$ cat src/rtl/acc_unit_if.sv
// acc_unit_if: control/datapath bundle between the control unit and acc_unit.
//   master : drives i_enable, i_op, i_operand; observes accumulator and status
//   slave  : the accumulator unit itself
interface acc_unit_if #(
   parameter int unsigned E_BITS = 16
);
   logic              i_enable;
   logic [2:0]        i_op;
   logic [E_BITS-1:0] i_operand;
   logic [E_BITS-1:0] o_acc;
   logic              o_zero;
   logic              o_neg;
   logic              o_carry;
   logic              o_ovf;
   logic              o_full;
   logic              o_empty;
   logic              o_err;

   modport master (
      output i_enable, i_op, i_operand,
      input  o_acc, o_zero, o_neg, o_carry, o_ovf, o_full, o_empty, o_err
   );

   modport slave (
      input  i_enable, i_op, i_operand,
      output o_acc, o_zero, o_neg, o_carry, o_ovf, o_full, o_empty, o_err
   );
endinterface

$ cat src/rtl/acc_unit.sv
// acc_unit: accumulator with load/add/sub/and/clear, status flags and a
// LIFO shadow stack for saving/restoring the accumulator.
//   i_clock : rising-edge clock
//   i_reset : asynchronous active-low reset
//   bus     : acc_unit_if.slave (i_enable, i_op, i_operand in;
//             o_acc, o_zero, o_neg, o_carry, o_ovf, o_full, o_empty, o_err out)
module acc_unit #(
   parameter int unsigned E_BITS = 16,
   parameter int unsigned DEPTH  = 4,
   parameter bit          SAT    = 1'b0
) (
   input  logic      i_clock,
   input  logic      i_reset,
   acc_unit_if.slave bus
);
   localparam int unsigned CW = $clog2(DEPTH + 1);
   localparam int unsigned AW = (DEPTH > 1) ? $clog2(DEPTH) : 1;
   localparam logic [E_BITS-1:0] MAX_POS = {1'b0, {(E_BITS-1){1'b1}}};
   localparam logic [E_BITS-1:0] MAX_NEG = {1'b1, {(E_BITS-1){1'b0}}};

   typedef enum logic [2:0] {
      OP_NOP  = 3'b000,
      OP_LOAD = 3'b001,
      OP_ADD  = 3'b010,
      OP_SUB  = 3'b011,
      OP_AND  = 3'b100,
      OP_PUSH = 3'b101,
      OP_POP  = 3'b110,
      OP_CLR  = 3'b111
   } op_e;

   logic [E_BITS-1:0] r_acc;
   logic              r_carry;
   logic              r_ovf;
   logic              r_err;
   logic              r_full;
   logic              r_empty;
   logic [CW-1:0]     r_count;
   logic [E_BITS-1:0] r_stack [DEPTH];

   op_e               w_op;
   logic [E_BITS:0]   w_sum;
   logic [E_BITS:0]   w_diff;
   logic              w_add_ovf;
   logic              w_sub_ovf;
   logic [E_BITS-1:0] w_clamp;
   logic [AW-1:0]     w_pop_idx;
   logic [E_BITS-1:0] w_acc_nxt;
   logic              w_carry_nxt;
   logic              w_ovf_nxt;
   logic              w_err_nxt;
   logic [CW-1:0]     w_cnt_nxt;
   logic              w_push;

   // Arithmetic at E_BITS+1 so the top bit is the raw carry/borrow
   assign w_op      = op_e'(bus.i_op);
   assign w_sum     = {1'b0, r_acc} + {1'b0, bus.i_operand};
   assign w_diff    = {1'b0, r_acc} - {1'b0, bus.i_operand};
   assign w_add_ovf = (r_acc[E_BITS-1] == bus.i_operand[E_BITS-1]) &&
                      (w_sum[E_BITS-1] != r_acc[E_BITS-1]);
   assign w_sub_ovf = (r_acc[E_BITS-1] != bus.i_operand[E_BITS-1]) &&
                      (w_diff[E_BITS-1] != r_acc[E_BITS-1]);
   // On overflow of either op the true result has the sign of the accumulator
   assign w_clamp   = r_acc[E_BITS-1] ? MAX_NEG : MAX_POS;
   assign w_pop_idx = AW'(r_count - CW'(1));

   // Next-state decode
   always_comb begin
      w_acc_nxt   = r_acc;
      w_carry_nxt = r_carry;
      w_ovf_nxt   = r_ovf;
      w_err_nxt   = 1'b0;
      w_cnt_nxt   = r_count;
      w_push      = 1'b0;
      if (bus.i_enable) begin
         case (w_op)
            OP_NOP:  ;
            OP_LOAD: w_acc_nxt = bus.i_operand;
            OP_ADD: begin
               w_carry_nxt = w_sum[E_BITS];
               w_ovf_nxt   = w_add_ovf;
               w_acc_nxt   = (SAT && w_add_ovf) ? w_clamp : w_sum[E_BITS-1:0];
            end
            OP_SUB: begin
               w_carry_nxt = w_diff[E_BITS];
               w_ovf_nxt   = w_sub_ovf;
               w_acc_nxt   = (SAT && w_sub_ovf) ? w_clamp : w_diff[E_BITS-1:0];
            end
            OP_AND:  w_acc_nxt = r_acc & bus.i_operand;
            OP_PUSH: begin
               if (r_full) begin
                  w_err_nxt = 1'b1;
               end else begin
                  w_push    = 1'b1;
                  w_cnt_nxt = r_count + CW'(1);
               end
            end
            OP_POP: begin
               if (r_empty) begin
                  w_err_nxt = 1'b1;
               end else begin
                  w_acc_nxt = r_stack[w_pop_idx];
                  w_cnt_nxt = r_count - CW'(1);
               end
            end
            OP_CLR: begin
               w_acc_nxt   = '0;
               w_carry_nxt = 1'b0;
               w_ovf_nxt   = 1'b0;
            end
            default: ;
         endcase
      end
   end

   // Architectural state; full/empty are registered decodes of the next count
   always_ff @(posedge i_clock or negedge i_reset) begin
      if (!i_reset) begin
         r_acc   <= '0;
         r_carry <= 1'b0;
         r_ovf   <= 1'b0;
         r_err   <= 1'b0;
         r_count <= '0;
         r_full  <= 1'b0;
         r_empty <= 1'b1;
      end else begin
         r_acc   <= w_acc_nxt;
         r_carry <= w_carry_nxt;
         r_ovf   <= w_ovf_nxt;
         r_err   <= w_err_nxt;
         r_count <= w_cnt_nxt;
         r_full  <= (w_cnt_nxt == CW'(DEPTH));
         r_empty <= (w_cnt_nxt == '0);
      end
   end

   // Stack storage needs no reset: the count alone defines valid entries
   always_ff @(posedge i_clock) begin
      if (w_push) r_stack[AW'(r_count)] <= r_acc;
   end

   assign bus.o_acc   = r_acc;
   assign bus.o_zero  = (r_acc == '0);
   assign bus.o_neg   = r_acc[E_BITS-1];
   assign bus.o_carry = r_carry;
   assign bus.o_ovf   = r_ovf;
   assign bus.o_full  = r_full;
   assign bus.o_empty = r_empty;
   assign bus.o_err   = r_err;
endmodule

$ cat src/flat_wrapper.sv
// flat-port wrapper written by rule: the top's interface ports become plain ports
module acc_unit_flat 
#(
   parameter int unsigned E_BITS = 16,
   parameter int unsigned DEPTH  = 4,
   parameter bit          SAT    = 1'b0
)
  (i_clock, i_reset, bus_i_enable, bus_i_op, bus_i_operand, bus_o_acc, bus_o_zero, bus_o_neg, bus_o_carry, bus_o_ovf, bus_o_full, bus_o_empty, bus_o_err);
  acc_unit_if #(.E_BITS(E_BITS)) bus_i ();
  input  logic i_clock;
  input  logic i_reset;
  input wire logic [$bits(bus_i.i_enable)-1:0] bus_i_enable;
  input wire logic [$bits(bus_i.i_op)-1:0] bus_i_op;
  input wire logic [$bits(bus_i.i_operand)-1:0] bus_i_operand;
  output wire logic [$bits(bus_i.o_acc)-1:0] bus_o_acc;
  output wire logic [$bits(bus_i.o_zero)-1:0] bus_o_zero;
  output wire logic [$bits(bus_i.o_neg)-1:0] bus_o_neg;
  output wire logic [$bits(bus_i.o_carry)-1:0] bus_o_carry;
  output wire logic [$bits(bus_i.o_ovf)-1:0] bus_o_ovf;
  output wire logic [$bits(bus_i.o_full)-1:0] bus_o_full;
  output wire logic [$bits(bus_i.o_empty)-1:0] bus_o_empty;
  output wire logic [$bits(bus_i.o_err)-1:0] bus_o_err;
  assign bus_i.i_enable = bus_i_enable;
  assign bus_i.i_op = bus_i_op;
  assign bus_i.i_operand = bus_i_operand;
  assign bus_o_acc = bus_i.o_acc;
  assign bus_o_zero = bus_i.o_zero;
  assign bus_o_neg = bus_i.o_neg;
  assign bus_o_carry = bus_i.o_carry;
  assign bus_o_ovf = bus_i.o_ovf;
  assign bus_o_full = bus_i.o_full;
  assign bus_o_empty = bus_i.o_empty;
  assign bus_o_err = bus_i.o_err;
  acc_unit #(.E_BITS(E_BITS), .DEPTH(DEPTH), .SAT(SAT)) u_core (.i_clock(i_clock), .i_reset(i_reset), .bus(bus_i));
endmodule
$ cat config.mk
export PLATFORM = sky130hd
export DESIGN_NAME = acc_unit_flat
export DESIGN_NICKNAME = d
export VERILOG_FILES = /design/src/rtl/acc_unit_if.sv /design/src/rtl/acc_unit.sv /design/src/flat_wrapper.sv
export SDC_FILE = /design/constraint.sdc
export NUM_CORES = 1
export LEC_CHECK = 0
export ABC_AREA = 1
export BUFFER_PORTS_ARGS = -buffer_cell sky130_fd_sc_hd__buf_2
export CAP_MARGIN = 20
export CORE_MARGIN = 3
export CORE_UTILIZATION = 45
export CTS_BUF_LIST = sky130_fd_sc_hd__clkbuf_8
export CTS_CLUSTER_DIAMETER = 200
export DETAILED_ROUTE_END_ITERATION = 10
export GPL_TIMING_DRIVEN = 0
export PLACE_DENSITY = 0.63
export SLEW_MARGIN = 0
export SYNTH_ARGS = -nofsm -noshare
export SYNTH_HDL_FRONTEND = slang
export SYNTH_SLANG_ARGS = --single-unit
$ cat constraint.sdc
create_clock -name i_clock -period 6.45 [get_ports i_clock]
set_input_delay 1.29 -clock i_clock [delete_from_list [all_inputs] [get_ports i_clock]]
set_output_delay 1.29 -clock i_clock [all_outputs]
set_load 0.02 [all_outputs]
==> impl_metrics.tcl <==
set metrics [dict create \
    status "completed" \
    syn_area_um2 6160 \
    p_sw_share_pct 47.1 \
    cts_tree "done" \
    clk_transition_reported_paths_ps 90 \
    r2r_cells 13 \
    hold_ws_ps 484 \
    cp_slowest_cell "clkbuf_1" \
    area_delta_synth_final_pct 11.4 \
    postCtsHoldBufs 0 \
    wl_um 18300 \
    max_freq_mhz 289 \
    ys_seq_area_share_pct 41.0 \
    fin_cells 1088 \
    timing.rr.end "u_core.bus.o_acc[12]" \
    final_core_util_pct 51.6 \
    drive_gt1_share_pct 9.32 \
    yosysTopAreaCellShare_pct 31.2 \
    io_buffers 44 \
    dp.cells 1072 \
    initial_utilization_pct 46.3 \
    power_density_nw_per_um2 332 \
    ir_drop_mv 0.154 \
    ctsHtreeMaxLevel 3 \
    synth_fp_nets 909 \
    postCtsSetupBuffers 0 \
    synthCells 848 \
    report.final.slew_viol_count 0 \
    cts_root_buf "clkbuf_8" \
    holdCritPathClass "register to register" \
    grt_pass1_vias 5181 \
    grt_pass1_wl_um 28200 \
    switchingPower_w 0.00107 \
    clockBufferDepth 2 \
    startpoint_type "register" \
    clk-insertion-delay-late_ps 360 \
    path_class "register to register" \
    drt_first_pass_iters 8 \
    grt_max_degree 25 \
    antenna_found_initial 0 \
    post_synth.cell_area_avg_um2 7.26 \
    crit_path_max_fanout 11 \
    yosys-top-cells-area "edfxtp_1 31%, nand2_1 17%, dfrtp_1 9.3%" \
    seqPwrFrac_pct 34.9 \
    wl_per_cell_um 16.8 \
    setup_tns_ps 0 \
    synth_flop_cell "edfxtp_1" \
    io_pins 45 \
    skew_ps 10.5 \
    rsz0062_at_grt "no" \
    ys_seq_elements 88 \
    fp.coreArea_um2 13300 \
    ys_warn_count 0 \
    cp_common_cell "clkbuf_1" \
    p_comb_share_pct 48.8 \
    fin_crit_sh_pct 53.7 \
    cts_resized 0 \
    gr-usage-all-layers_pct 24.8 \
    fp.dieH_um 123 \
    synth.top_cells.by_count "274 x nand2_1, 118 x inv_1, 109 x nand3_1" \
    async_reset_ff_share_pct 27.3 \
    die_w_um 123 \
    hold_violations 0 \
    power_frac_clock_pct 16.3 \
    clock-sinks 88 \
    grt.overflow.total 0 \
    crit_chain "clkbuf_1, clkinv_1, clkbuf_1, ha_1, clkbuf_1, inv_1, clkbuf_1, nand3_1, nand3_1, nand2_1, nand3b_1, nand2_1, nand2_1" \
    cp-end-kind "register" \
    die_area_um2 15100 \
    synth_edf_count 64 \
    cap_viol_max_count 0 \
    vias 5731 \
    synth.largest_area_cell "edfxtp_1" \
    yosys.cell_count.top_type "nand2_1" \
    holdPathEnd "u_core.bus.o_carry" \
    worst_pin_slew_ps 617 \
    fin_crit_ps 3460 \
    drtIter0Drc 541 \
    r2r_start "u_core.r_count[0]" \
    dpl.hpwl_um 14200 \
    yosysUniqueCellTypes 37 \
    via_per_inst 5.27 \
    intPower_w 0.00120 \
    p_leak_nw 3.32 \
    num-nets-final 968 \
    rows 42 \
    finalSetupViolations 0 \
    max_stage_delay_ps 490 \
    antennaDiodeCount 0 \
    worstHoldStart "u_core.bus.o_carry" \
    drtAntennaViolNets 0 \
    relSlewSlack_pct 58.8 \
    required_ps 6710 \
    cp.arrival_ps 3720 \
    numCtsBuffers 9 \
    finalPower_w 0.00227 \
    whs_path_depth 2 \
    route.detailed.drc 0 \
    gp_congestion 0.990 \
    reg2reg_slack_ps 2990 \
]
## how the worst max path moves through the flow
| stage | slack, ps | cells after the start | endpoint | start |
|---|---|---|---|---|
| 2_1_floorplan | 3540 | 5 | u_core.r_stack[1][0] | bus_i_op[1] |
| 3_3_place_gp | 2540 | 6 | u_core.r_stack[0][11] | bus_i_op[1] |
| 3_5_place_dp | 3020 | 13 | u_core.bus.o_acc[12] | u_core.r_count[0] |
| 4_1_cts | 3010 | 13 | u_core.bus.o_acc[12] | u_core.r_count[0] |
| 5_1_grt | 2730 | 14 | u_core.bus.o_acc[14] | u_core.r_count[0] |
| 6_report | 2990 | 13 | u_core.bus.o_acc[12] | u_core.r_count[0] |
## metal layers
layer  GRT usage (%)  vias to the layer above  share of wire [%]
met5               0                        -                  0
met4            6.78                        0                2.3
met3            4.80                       27                7.0
met2            39.2                      194                 46
met1            35.1                     2635                 45
li1                -                     2875                  -
## cell usage in the layout (no fill, tap or decap), types with 2 or more instances in the layout
| master | instances |
|---|---|
| nand2_1 | 274 |
| inv_1 | 120 |
| nand3_1 | 109 |
| edfxtp_1 | 64 |
| nor2_1 | 47 |
| buf_2 | 47 |
| a21oi_1 | 39 |
| ha_1 | 37 |
| o21ai_0 | 33 |
| dfrtp_1 | 23 |
| clkbuf_1 | 22 |
| nand4_1 | 16 |
| nor3_1 | 12 |
| clkbuf_8 | 9 |
| inv_2 | 6 |
| nor2_2 | 6 |
| o211ai_1 | 6 |
| and2_1 | 4 |
| buf_8 | 4 |
| nor4_1 | 3 |
| buf_1 | 3 |
| o21bai_1 | 3 |
| clkinv_1 | 2 |
| o22ai_1 | 2 |
| or2_2 | 2 |
| fa_1 | 2 |
| clkinvlp_4 | 2 |
## through the flow
stage | cell area (µm²) | setup WS (ps)
after detailed placement | 6670 | 3020
final | 6860 | 2990
after global routing | 6860 | 2730
after global placement | 6600 | 2540
after floorplan | 6160 | 3540
after CTS | 6860 | 3010
## cells by family (layout without fill, tap and decap cells)
family / count (synthesis) / after routing / share of synthesized area, %
buffers and inverters: 154 / 218 / 9.51
AND/OR/NAND/NOR: 479 / 479 / 33.6
XOR/XNOR: 1 / 1 / 0.142
AO/OA/AOI/OAI: 87 / 87 / 7.66
adder cells (fa/ha/maj): 39 / 39 / 8.17
flip-flops: 88 / 88 / 41.0
## layout make-up
class | count | area, µm²
inverters | 125 | 469
clock inverters | 7 | 65.1
repair buffers | 48 | 280
fillers | 1338 | 6440
plain buffers | 29 | 116
well taps | 176 | 220
multi-input cells | 606 | 3060
flip-flops and latches | 88 | 2520
clock buffers | 9 | 124
## power by group through the flow
stage	clock (W)	sequential [W]	combinational, W
finish	0.000371	0.000794	0.00111
global route	0.000402	0.000803	0.00125
CTS	0.000374	0.000795	0.00110
detailed placement	0	0.000806	0.00110
global placement	0	0.000809	0.00108
floorplan	0	0.000812	0.000733
## sequential cells by signal, indices dropped and copies added, names as in the netlist
signal              count
u_core.bus.o_ovf        1
u_core.bus.o_carry      1
u_core.bus.o_acc       16
u_core.bus.o_err        1
u_core.bus.o_full       1
u_core.bus.o_empty      1
u_core.r_count          3
u_core.r_stack         64
## critical path, delay by kind of cell, from the launching register on
family	cells	cell delay, ps
flops	1	390
buf+inv	6	1930
fa+ha+maj	1	370
simple gates	6	670
Note: power is estimated with default switching activity, not from simulation.
